$ cat src/rtl/alu_issue_ctrl.sv
// Issue/writeback stage around the 16-bit ALU: 4-cycle IDLE->FETCH->EXEC->WB walk, 8x16 regfile, Z/N flags.
// in_ready is low from accept until WB retires; ALU_ISSUE_NOP7_EN turns opc 7 into a no-writeback NOP.
module alu_issue_ctrl #(
  parameter int NREG = 8,
  parameter int DW   = 16
) (
  input  logic          clk,
  input  logic          rst_n,
  input  logic          in_valid,
  output logic          in_ready,
  input  logic [12:0]   in_instr,
  input  logic          wr_en,
  input  logic [2:0]    wr_addr,
  input  logic [DW-1:0] wr_data,
  input  logic [2:0]    rd_addr,
  output logic [DW-1:0] rd_data,
  output logic [DW-1:0] alu_inA,
  output logic [DW-1:0] alu_inB,
  output logic [2:0]    alu_opc,
  output logic          alu_inC,
  input  logic [DW-1:0] alu_w,
  input  logic          alu_zer,
  input  logic          alu_neg,
  output logic          flag_z,
  output logic          flag_n,
  output logic          busy,
  output logic          done
);

  typedef enum logic [1:0] {
    ST_IDLE  = 2'd0,
    ST_FETCH = 2'd1,
    ST_EXEC  = 2'd2,
    ST_WB    = 2'd3
  } state_t;

  state_t        r_state;
  logic [12:0]   r_ir;
  logic [DW-1:0] r_res;
  logic          r_res_z;
  logic          r_res_n;
  logic          r_in_ready;
  logic          r_busy;
  logic          r_done;
  logic [DW-1:0] r_alu_a;
  logic [DW-1:0] r_alu_b;
  logic [2:0]    r_alu_opc;
  logic          r_alu_c;
  logic          r_flag_z;
  logic          r_flag_n;
  logic [DW-1:0] r_regs [NREG];

  logic [2:0] w_opc;
  logic       w_cin;
  logic [2:0] w_dst;
  logic [2:0] w_srca;
  logic [2:0] w_srcb;
  logic       w_is_nop;
  logic       w_wb_commit;

  assign w_opc  = r_ir[12:10];
  assign w_cin  = r_ir[9];
  assign w_dst  = r_ir[8:6];
  assign w_srca = r_ir[5:3];
  assign w_srcb = r_ir[2:0];

`ifdef ALU_ISSUE_NOP7_EN
  assign w_is_nop = (w_opc == 3'd7);
`else
  assign w_is_nop = 1'b0;
`endif

  assign w_wb_commit = (r_state == ST_WB) && !w_is_nop;

  always_ff @(posedge clk or negedge rst_n) begin
    if (!rst_n) begin
      r_state    <= ST_IDLE;
      r_ir       <= '0;
      r_res      <= '0;
      r_res_z    <= 1'b0;
      r_res_n    <= 1'b0;
      r_in_ready <= 1'b1;
      r_busy     <= 1'b0;
      r_done     <= 1'b0;
      r_alu_a    <= '0;
      r_alu_b    <= '0;
      r_alu_opc  <= '0;
      r_alu_c    <= 1'b0;
      r_flag_z   <= 1'b0;
      r_flag_n   <= 1'b0;
    end else begin
      case (r_state)
        ST_IDLE: begin
          if (in_valid) begin
            r_ir       <= in_instr;
            r_state    <= ST_FETCH;
            r_in_ready <= 1'b0;
            r_busy     <= 1'b1;
          end
        end
        ST_FETCH: begin
          // Operands are sampled pre-edge, so a host write landing on this edge is not seen.
          r_alu_a   <= r_regs[w_srca];
          r_alu_b   <= r_regs[w_srcb];
          r_alu_opc <= w_opc;
          r_alu_c   <= w_cin;
          r_state   <= ST_EXEC;
        end
        ST_EXEC: begin
          r_res   <= alu_w;
          r_res_z <= alu_zer;
          r_res_n <= alu_neg;
          r_done  <= 1'b1;
          r_state <= ST_WB;
        end
        ST_WB: begin
          if (w_wb_commit) begin
            r_flag_z <= r_res_z;
            r_flag_n <= r_res_n;
          end
          r_done     <= 1'b0;
          r_busy     <= 1'b0;
          r_in_ready <= 1'b1;
          r_state    <= ST_IDLE;
        end
        default: begin
          r_state <= ST_IDLE;
        end
      endcase
    end
  end

  // Writeback takes priority over a host write to the same entry on the same edge.
  always_ff @(posedge clk or negedge rst_n) begin
    if (!rst_n) begin
      for (int i = 0; i < NREG; i++) begin
        r_regs[i] <= '0;
      end
    end else begin
      for (int i = 0; i < NREG; i++) begin
        if (w_wb_commit && (w_dst == 3'(i))) begin
          r_regs[i] <= r_res;
        end else if (wr_en && (wr_addr == 3'(i))) begin
          r_regs[i] <= wr_data;
        end
      end
    end
  end

  assign rd_data  = r_regs[rd_addr];
  assign in_ready = r_in_ready;
  assign busy     = r_busy;
  assign done     = r_done;
  assign alu_inA  = r_alu_a;
  assign alu_inB  = r_alu_b;
  assign alu_opc  = r_alu_opc;
  assign alu_inC  = r_alu_c;
  assign flag_z   = r_flag_z;
  assign flag_n   = r_flag_n;

endmodule

$ cat config.mk
export PLATFORM = sky130hd
export DESIGN_NAME = alu_issue_ctrl
export DESIGN_NICKNAME = d
export VERILOG_FILES = /design/src/rtl/alu_issue_ctrl.sv
export SDC_FILE = /design/constraint.sdc
export NUM_CORES = 1
export LEC_CHECK = 0
export CORE_UTILIZATION = 56
export DETAILED_ROUTE_END_ITERATION = 10
export PLACE_DENSITY = 0.83
export RECOVER_POWER = 100
export SYNTH_ARGS = -nofsm -noshare
export SYNTH_HDL_FRONTEND = slang
export SYNTH_SLANG_ARGS = --single-unit
export TNS_END_PERCENT = 30
$ cat constraint.sdc
create_clock -name clk -period 4 [get_ports clk]
set_input_delay 0.6 -clock clk [delete_from_list [all_inputs] [get_ports clk]]
set_output_delay 0.6 -clock clk [all_outputs]
set_load 0.02 [all_outputs]
==> results of run 1 <==
how the worst max path moves through the flow:
stage	from	to	slack, ns	depth (start not counted)
4_1_cts	rd_addr[1]	rd_data[11]	0.70	5
6_report	rd_addr[1]	rd_data[11]	0.37	5
3_3_place_gp	rd_addr[1]	rd_data[11]	0.78	5
2_1_floorplan	rd_addr[0]	rd_data[1]	1.70	4
3_5_place_dp	rd_addr[1]	rd_data[11]	0.73	5
5_1_grt	rd_addr[1]	rd_data[11]	0.32	5
metal layers:
layer  share of wire (%)  routed length, um
met4                 3.7               1340
met5               0.039                 14
met1                  40              14100
met3                  12               4130
met2                  45              16100
flip-flops by register name, indices dropped and copies added (netlist names):
signal / cells
r_regs: 128
alu_inA: 16
alu_inB: 16
r_res: 16
r_ir: 13
alu_opc: 3
r_state: 2
alu_inC: 1
busy: 1
done: 1
flag_n: 1
flag_z: 1
in_ready: 1
r_res_n: 1
r_res_z: 1
Yosys cell counts, drive strengths merged (6+ instances only):
library cell,number,area (um2)
a41o,32,320
a211o,32,280
nand4b,6,52.6
and4bb,6,75.1
nor2b,67,419
mux2,54,608
mux2i,224,2240
mux4,32,826
buf,63,410
clkbuf,67,253
o21ai,65,325
a21oi,68,340
dfrtp,201,5030
nor2,68,255
a22oi,32,240
nand3,32,160
nand2,66,248
critical path, cell delays in order:
cell and delay, ns:
clkdlybuf4s50_1 0.47, clkbuf_2 0.64, mux4_1 0.42, mux2_2 0.32, clkdlybuf4s50_1 0.56
metrics by stage:
stage / cells / hold WS, ns
finish: 1451 / 0.471
global route: 1451 / 0.508
global placement: 1410 / 0.457
floorplan: 1131 / 0.304
detailed placement: 1410 / 0.466
CTS: 1451 / 0.241
kinds of logic (layout without fill, tap and decap cells):
logic type / count (synthesis) / count (layout) / share of synthesized area [%]
buf+inv: 133 / 178 / 5.50
simple gates: 252 / 252 / 10.4
fa+ha+maj: 5 / 5 / 0.511
mux: 310 / 310 / 30.0
flops: 202 / 202 / 41.3
compound gates: 229 / 229 / 12.3
power breakdown:
group          total (uW)  leakage (uW)  internal, uW  switching, uW
registers            4840       0.00234          3100           1740
clock network        2200      0.000383          1350            850
logic                5220       0.00341          2670           2550
cell type report:
type / count / area (um2) / share of cell area (%)
inverter: 3 / 11.3 / 0.0804
tap: 275 / 344 / 2.46
multi-input combinational: 796 / 6530 / 46.6
clock inverter: 7 / 119 / 0.848
clock buffer: 34 / 667 / 4.76
timing repair buffer: 134 / 1280 / 9.11
sequential: 202 / 5060 / 36.1
==> results.md, run 1 <==
* Final core occ at 66.0%
* Final setup fails at 0
* Layout cells sized above 1 at 10.0%
* Most common cell after layout, fill and taps aside: mux2i_1
* Largest net degree at the start of global routing at 102
* Worst vdd ir at 0.623 mV
* Reg-to-reg startpoint: r_ir[4]
* Tot GR Track Use at 32.6%
* # diodes at 0
* Routability cong. at 0.912
* Dpl ws at 0.731 ns
* Detailed Place HPWL at 21900 um
* Rel. slew slack at -73.1%
* Num rows at 53
* Failing checks: capacitance limit, slew limit
* Design Area, Final at 14000 um2
* Post-synth EDFFs at 0
* Synth-to-layout area growth at 14.3%
* Setup crit end kind: primary output
* Placed Area at 13300 um2
* Die area at 22500 um2
* Commonest register cell after synthesis: dfrtp_1
* Clock skew at 0.0312 ns
* Worst-path clk slew at 0.06 ns
* Total wire length at 35700 um
* Period utilization at 90.9%
* Register-to-register setup slack at 0.70 ns
* WL/cell at 24.6 um
* #FFs+latches synth at 202
* Synthesized area at 12300 um2
* Critical Path AT at 3.03 ns
* Clk root buf: clkbuf_16
* CTS tree: built
* RR Endpoint: alu_inA[15]
* Yosys warns at 0
* Die width at 150 um
* Max Slew Vio Count at 255
* Initial antenna violation count at 1
* CTS Buf Count at 23
* DR iter-0 viols at 1012
* Startpoint Class: primary input
* Worst slew pin tran at 2.60 ns
* Setup Fix Bufs, Post-CTS at 0
* Top-Level Pins at 114
* Syn Area/Cell at 10.8 um2
* M2 GR Usage at 49.7%
* GRT Max-Usage Layer: met2
* Crit-path max FO at 32
* Setup TNS Final at 0 ns
* CTS sink cnt at 202
* Filler cell count at 1646
* Core area at 21200 um2
* Number of global-route vias before repair at 9572
* ANT nets after route at 0
* Synth Net Count at 1193
* Max frequency at 0.275 GHz
* Critical Path RT at 3.40 ns
* DR pass1 iterations at 5
* Distinct cell type count after synthesis at 33
* Vias at 9680
* Latest clock arrival within the worst-skew pair at 0.52 ns
* Min-delay src: in_ready
* Worst setup margin at 0.366 ns
* DRC Markers at 0
* HP Class: reg2reg
* Max clock buf depth at 3
* Die Y at 150 um
* Cells after Synth at 1131
* Pwr Density at 875 nW/um2
* Period minus WS final at 3.63 ns
* Reg2Reg Depth at 3
* Status: finished, violations left
* Crit Path Class: in2out
* Hold Path Stages at 2
* Routing usage on met1 at 43.6%
* Seq/Total Area, Yosys at 41.3%
* Hold Path End: in_ready
* Starting density of the core at 57.7%
* Total grt overflow at 0
* Async SR Flop Fraction at 100%
* Final Hold Viols at 0
* Port bufs at 113
* Number of max-cap violations at 9
* Most frequent cells in the layout: mux2i_1 (224), dfrtp_1 (199), a21oi_1 (68), clkdlybuf4s50_1 (68), nor2b_1 (67)
* First-pass GRT wire length at 55400 um
* Hold Buf Count CTS at 0
* Post-cts resize count at 0
* Nets at 1222
* Total Power at 12300 uW
* Static leakage at 0.00612 uW
* Via density at 6.67
* Unrepaired setup endpoints after global routing: false
* M3 GR Usage at 9.33%
* Htree depth at 1
Note: power is estimated with default switching activity, not from simulation.
==> run 2, diff against run 1 <==
--- a/config.mk
+++ b/config.mk
@@ -9,6 +9,7 @@
 export DETAILED_ROUTE_END_ITERATION = 10
 export PLACE_DENSITY = 0.83
 export RECOVER_POWER = 100
+export SETUP_SLACK_MARGIN = 0.02
 export SYNTH_ARGS = -nofsm -noshare
 export SYNTH_HDL_FRONTEND = slang
 export SYNTH_SLANG_ARGS = --single-unit
==> results of run 2 <==
Final layout, timing and power as in run 1 (identical DEF).
